## config.mk

```make
export PLATFORM = sky130hd
export DESIGN_NAME = morse_tx_sequencer
export DESIGN_NICKNAME = d
export VERILOG_FILES = /design/src/rtl/morse_tx_sequencer.sv
export SDC_FILE = /design/constraint.sdc
export NUM_CORES = 1
export LEC_CHECK = 0
export ABC_AREA = 1
export CORE_UTILIZATION = 25
export CTS_BUF_LIST = sky130_fd_sc_hd__clkbuf_8
export CTS_CLUSTER_SIZE = 8
export DETAILED_ROUTE_END_ITERATION = 8
export PLACE_DENSITY = 0.45
export SLEW_MARGIN = 30
export SYNTH_ARGS = -nofsm -noshare
export SYNTH_HDL_FRONTEND = slang
export SYNTH_SLANG_ARGS = --single-unit
```

## constraint.sdc

```tcl
create_clock -name clk -period 1.9 [get_ports clk]
set_clock_uncertainty 0.2 [all_clocks]
set_input_delay 0.57 -clock clk [delete_from_list [all_inputs] [get_ports clk]]
set_output_delay 0.57 -clock clk [all_outputs]
set_load 0.01 [all_outputs]
```

## src/rtl/morse_tx_sequencer.sv

```systemverilog
// Converts ASCII characters into paced dot/dash/space pulses for trans_fsm.
// Optional digit support: define MORSE_DIGITS_EN to add 0-9 to the lookup.
module morse_tx_sequencer (
  input  logic       clk,
  input  logic       rst,
  input  logic       char_valid,
  input  logic [7:0] char_data,
  output logic       char_ready,
  output logic       dot_inp,
  output logic       dash_inp,
  output logic       char_space_inp,
  output logic       word_space_inp,
  output logic       busy,
  output logic       char_err
);

  typedef enum logic [3:0] {
    IDLE, LOOKUP, SYM, GAP, CSP, WSP, CWAIT, WWAIT, DROP
  } state_t;

  localparam logic [1:0] K_SYM = 2'd0;
  localparam logic [1:0] K_SPC = 2'd1;
  localparam logic [1:0] K_BAD = 2'd2;

  state_t     state, state_n;
  logic [2:0] cnt, cnt_n;
  logic [2:0] rem, rem_n;
  logic [4:0] sh, sh_n;
  logic [1:0] lk_kind;
  logic [2:0] lk_len;
  logic [4:0] lk_pat;
  logic       dot_n, dash_n, csp_n, wsp_n, err_n;

  // Returns {kind, len, pattern}; the pattern is left-aligned so the first
  // symbol always sits in bit 4 regardless of length.
  function automatic logic [9:0] lookup(input logic [7:0] c);
    logic [7:0] u;
    logic [9:0] r;
    u = (c >= "a" && c <= "z") ? c - 8'd32 : c;
    r = {K_BAD, 3'd0, 5'b00000};
    case (u)
      8'h20: r = {K_SPC, 3'd0, 5'b00000};
      "A": r = {K_SYM, 3'd2, 5'b01000};
      "B": r = {K_SYM, 3'd4, 5'b10000};
      "C": r = {K_SYM, 3'd4, 5'b10100};
      "D": r = {K_SYM, 3'd3, 5'b10000};
      "E": r = {K_SYM, 3'd1, 5'b00000};
      "F": r = {K_SYM, 3'd4, 5'b00100};
      "G": r = {K_SYM, 3'd3, 5'b11000};
      "H": r = {K_SYM, 3'd4, 5'b00000};
      "I": r = {K_SYM, 3'd2, 5'b00000};
      "J": r = {K_SYM, 3'd4, 5'b01110};
      "K": r = {K_SYM, 3'd3, 5'b10100};
      "L": r = {K_SYM, 3'd4, 5'b01000};
      "M": r = {K_SYM, 3'd2, 5'b11000};
      "N": r = {K_SYM, 3'd2, 5'b10000};
      "O": r = {K_SYM, 3'd3, 5'b11100};
      "P": r = {K_SYM, 3'd4, 5'b01100};
      "Q": r = {K_SYM, 3'd4, 5'b11010};
      "R": r = {K_SYM, 3'd3, 5'b01000};
      "S": r = {K_SYM, 3'd3, 5'b00000};
      "T": r = {K_SYM, 3'd1, 5'b10000};
      "U": r = {K_SYM, 3'd3, 5'b00100};
      "V": r = {K_SYM, 3'd4, 5'b00010};
      "W": r = {K_SYM, 3'd3, 5'b01100};
      "X": r = {K_SYM, 3'd4, 5'b10010};
      "Y": r = {K_SYM, 3'd4, 5'b10110};
      "Z": r = {K_SYM, 3'd4, 5'b11000};
`ifdef MORSE_DIGITS_EN
      "0": r = {K_SYM, 3'd5, 5'b11111};
      "1": r = {K_SYM, 3'd5, 5'b01111};
      "2": r = {K_SYM, 3'd5, 5'b00111};
      "3": r = {K_SYM, 3'd5, 5'b00011};
      "4": r = {K_SYM, 3'd5, 5'b00001};
      "5": r = {K_SYM, 3'd5, 5'b00000};
      "6": r = {K_SYM, 3'd5, 5'b10000};
      "7": r = {K_SYM, 3'd5, 5'b11000};
      "8": r = {K_SYM, 3'd5, 5'b11100};
      "9": r = {K_SYM, 3'd5, 5'b11110};
`else
`endif
      default: r = {K_BAD, 3'd0, 5'b00000};
    endcase
    return r;
  endfunction

  always_comb begin
    state_n = state;
    cnt_n   = cnt;
    rem_n   = rem;
    sh_n    = sh;
    dot_n   = 1'b0;
    dash_n  = 1'b0;
    csp_n   = 1'b0;
    wsp_n   = 1'b0;
    err_n   = 1'b0;
    case (state)
      IDLE: if (char_valid && char_ready) state_n = LOOKUP;
      LOOKUP: begin
        if (lk_kind == K_SPC) begin
          state_n = WSP;
          wsp_n   = 1'b1;
        end else if (lk_kind == K_BAD) begin
          state_n = DROP;
          err_n   = 1'b1;
        end else begin
          state_n = SYM;
          dash_n  = lk_pat[4];
          dot_n   = ~lk_pat[4];
          sh_n    = {lk_pat[3:0], 1'b0};
          rem_n   = lk_len - 3'd1;
        end
      end
      SYM: begin
        state_n = GAP;
        cnt_n   = 3'd0;
      end
      GAP: begin
        if (cnt != 3'd0) begin
          cnt_n = cnt - 3'd1;
        end else if (rem != 3'd0) begin
          state_n = SYM;
          dash_n  = sh[4];
          dot_n   = ~sh[4];
          sh_n    = {sh[3:0], 1'b0};
          rem_n   = rem - 3'd1;
        end else begin
          state_n = CSP;
          csp_n   = 1'b1;
        end
      end
      CSP: begin
        state_n = CWAIT;
        cnt_n   = 3'd2;
      end
      WSP: begin
        state_n = WWAIT;
        cnt_n   = 3'd6;
      end
      CWAIT, WWAIT: begin
        if (cnt == 3'd0) state_n = IDLE;
        else             cnt_n   = cnt - 3'd1;
      end
      DROP:    state_n = IDLE;
      default: state_n = IDLE;
    endcase
  end

  // Outputs are registered from the next state so they line up with it.
  always_ff @(posedge clk) begin
    if (rst) begin
      state          <= IDLE;
      cnt            <= 3'd0;
      rem            <= 3'd0;
      sh             <= 5'd0;
      lk_kind        <= K_BAD;
      lk_len         <= 3'd0;
      lk_pat         <= 5'd0;
      char_ready     <= 1'b0;
      busy           <= 1'b0;
      dot_inp        <= 1'b0;
      dash_inp       <= 1'b0;
      char_space_inp <= 1'b0;
      word_space_inp <= 1'b0;
      char_err       <= 1'b0;
    end else begin
      state          <= state_n;
      cnt            <= cnt_n;
      rem            <= rem_n;
      sh             <= sh_n;
      if (state == IDLE && char_valid && char_ready)
        {lk_kind, lk_len, lk_pat} <= lookup(char_data);
      char_ready     <= (state_n == IDLE);
      busy           <= (state_n != IDLE);
      dot_inp        <= dot_n;
      dash_inp       <= dash_n;
      char_space_inp <= csp_n;
      word_space_inp <= wsp_n;
      char_err       <= err_n;
    end
  end

endmodule

```

==> metrics.csv <==
stage,metric,value,unit
outcome,status,finished clean,
die,die_h,91.0,um
grt,grt_overflow,0,
timing,period_needed,1.87,ns
pwr,power_frac_clock,30.9,%
worst_setup_path,cp.arrival,1.10,ns
timing,final_hold_viol_count,0,
layout,drive_gt1_share,31.5,%
worst_setup_path,critPathMaxFanout,1,
pwr,ir_drop,0.227,mV
die,start_util,25.7,%
layout,multi_input_area,0.00139,mm^2
clock_tree,clock_path_buffers,2,
synth,synth_compound_area_share,15.7,%
drt,drc_errors,0,
synth,synth_top_family_by_area,simple AND/OR/NAND/NOR gates,
drt,num_vias,2105,
layout,postLayoutCoreUtil,37.0,%
synth,synthSimpleGateAreaFrac,35.9,%
timing,tightest_slew,0.387,ns
worst_setup_path,crit_required,1.13,ns
clock_tree,clock_latency,0.28,ns
timing,clock.fmax,534,MHz
pwr,switching_share,31.7,%
timing,finalSetupTns,0,ns
grt,grt_pass1_wl,8670,um
placement,place_ws,-0.633,ns
placement,place_hpwl,3900,um
pwr,p_leak,1.33,nW
timing,setup-violations-final,0,
worst_setup_path,cpPeakStageDelay,0.52,ns
synth,ys_types,35,
hold_path,holdCritStartpoint,lk_len[1],
grt,grt_pass1_vias,1914,
synth,synth_area,0.00198,mm^2
layout,regArea,583,um^2
die,die_w,91.0,um
layout,final_nets,392,
timing,final.period_utilization,98.6,%
timing,worst_slack,0.0272,ns
layout,layout.cells.non_filler,470,
clock_tree,htree_levels,2,
die,io_pins,18,
grt,antenna_found_initial,0,
clock_tree,cts_buffers,5,
drt,first_pass_iters,4,
pwr,power_frac_seq,41.6,%
synth,synth.yosys.warnings,0,
flow_run,maxCapViolations,0,
drt,via_per_inst,4.48,
worst_setup_path,critPathLaunch,word_space_inp,
synth,synth_fa_ha_area_share,8.86,%
die,die-area,0.00827,mm^2
pwr,p_int,0.00107,W
drt,dr.first_iter.drc_count,114,
worst_setup_path,worstReg2RegStart,cnt[0],
clock_tree,clk_pin_slew,0.06,ns
clock_tree,clock_tree.root_cell,clkbuf_8,
timing,relSlewSlack,73.9,%
layout,fillers,828,
synth,synthMuxAreaShare,0,%
synth,avgSynthCellArea,6.55,um^2
placement,dp.cells,448,
worst_setup_path,cp_slowest_cell,clkdlybuf4s50_1,
grt,grt_start_max_net_pins,13,
layout,syn_to_final_growth,43.9,%
synth,synthCells,302,
timing,rsz0062_at_grt,yes,
pwr,p_per_area,551,mW/mm^2
pwr,power_frac_comb,27.5,%
synth,ys_ff_latch,29,
grt,grt_use_total,12.8,%
layout,diodes,0,
placement,io_buffers,17,
synth,yosysSeqAreaShare,29.3,%
pwr,power.switching,0.000497,W
worst_setup_path,crit_family,buffers and inverters,
clock_tree,cts_tree,yes,
drt,wl_per_cell,11.1,um
drt,ant_nets,0,
drt,finalWirelength,5240,um
synth,synth_nets,327,
clock_tree,cts.sinks,29,
worst_setup_path,crit_type,reg -> out,
synth,synth-xor-area-share,0.886,%
worst_setup_path,startpoint_type,flip-flop,
die,row_count,32,
timing,maxSlewViolCount,0,
worst_setup_path,worstPathBufferInverterCount,1,
hold_path,hp-class,reg -> reg,
placement,gp_congestion,0.845,
worst_setup_path,crit_path_end_kind,output port,
die,coreArea,0.00769,mm^2
worst_setup_path,path_cells,clkdlybuf4s50_1,
## worst paths after layout
kind / endpoint / slack (ns) / cells after the start
setup / recovery: word_space_inp / 0.03 / 1
hold / removal: lk_len[1] / 0.26 / 2
hold reg to reg: lk_len[1] / 0.26 / 2
setup reg to reg: char_ready / 0.12 / 10
## cells in the final DEF, fill, tap and decap left out, types with 3 or more instances in the layout
master,n
nand3_1,20
dlygate4sd2_1,4
dlymetal6s2s_1,3
clkdlybuf4s50_1,3
a31oi_1,3
nand2_1,64
nor2_1,34
nand2_4,3
buf_4,43
dfxtp_1,27
ha_4,3
o21ai_1,6
clkbuf_2,3
o21ai_0,17
o211ai_1,4
a21oi_2,3
nor2_4,7
inv_1,29
nand3_2,7
buf_6,4
nand2_2,5
a21oi_1,16
inv_2,10
ha_1,8
clkbuf_8,5
ha_2,3
nor2_2,5
## logic make-up (layout without fill, tap and decap cells)
group | count (synthesis) | count (layout)
compound gates | 56 | 56
simple gates | 154 | 157
fa+ha+maj | 14 | 14
flops | 29 | 29
xor+xnor | 2 | 2
buf+inv | 47 | 110
## Yosys cell counts (all sizes together)
cell	instances	area (um^2)
o21a	1	7.51
o211ai	4	30.0
or2	2	12.5
nand4	2	12.5
xnor2	1	8.76
nand3	28	150
nor2	45	205
nor4	1	6.26
buf	4	22.5
inv	40	150
a21oi	20	104
a22oi	1	7.51
nand2	71	289
xor2	1	8.76
dfxtp	29	581
ha	14	175
a211oi	1	7.51
o21ai	25	129
nor4b	1	8.76
o21bai	1	7.51
clkbuf	3	11.3
a31oi	3	18.8
nor3	4	25.0
## power groups by stage
stage / combinational, W / clock (W) / sequential (W)
global placement: 0.000379 / 0 / 0.000666
detailed placement: 0.000376 / 0 / 0.000666
floorplan: 0.000217 / 0 / 0.000666
CTS: 0.000389 / 0.000496 / 0.000652
finish: 0.000432 / 0.000484 / 0.000653
global route: 0.000483 / 0.000517 / 0.000657
## sequential cells by signal, summed over array words and instances, names as in the netlist
register        flops
lk_pat              4
state               4
cnt                 3
lk_len              3
rem                 3
sh                  3
lk_kind             2
busy                1
char_err            1
char_ready          1
char_space_inp      1
dash_inp            1
dot_inp             1
word_space_inp      1
## per-layer routing
metal / wire [um] / track usage [%] / vias to the layer above
met1: 2640 / 17.2 / 962
met2: 2410 / 20.6 / 25
met3: 108 / 2.26 / 9
met5: 0 / 0 / -
met4: 82 / 4.50 / 0
li1: - / - / 1109
## metrics by stage
step                cell area (um^2)  hold WS, ns  power (W)
global route                    2850        0.271    0.00166
detailed placement              2500        0.256    0.00104
finish                          2850        0.263    0.00157
global placement                2500        0.256    0.00105
floorplan                       1980        0.240   0.000884
CTS                             2670        0.265    0.00154
## final cells by class
| cell class | count | share of cell area (%) |
|---|---|---|
| Clock buffer | 5 | 2.42 |
| Clock inverter | 3 | 0.484 |
| Inverter | 40 | 5.45 |
| Multi-Input combinational cell | 229 | 48.9 |
| Sequential cell | 29 | 20.5 |
| Tap cell | 102 | 4.48 |
| Timing Repair Buffer | 62 | 17.8 |
## timing repair
item	4_1_cts	5_1_grt
endpoints found under the setup margin	12	24
hold endpoints to repair	0	0
buffers inserted	5	6
cloned	1	2
pin swaps	12	24
resized for setup	34	53
hold buffers	0	0
(Power assumes the default switching activity.)
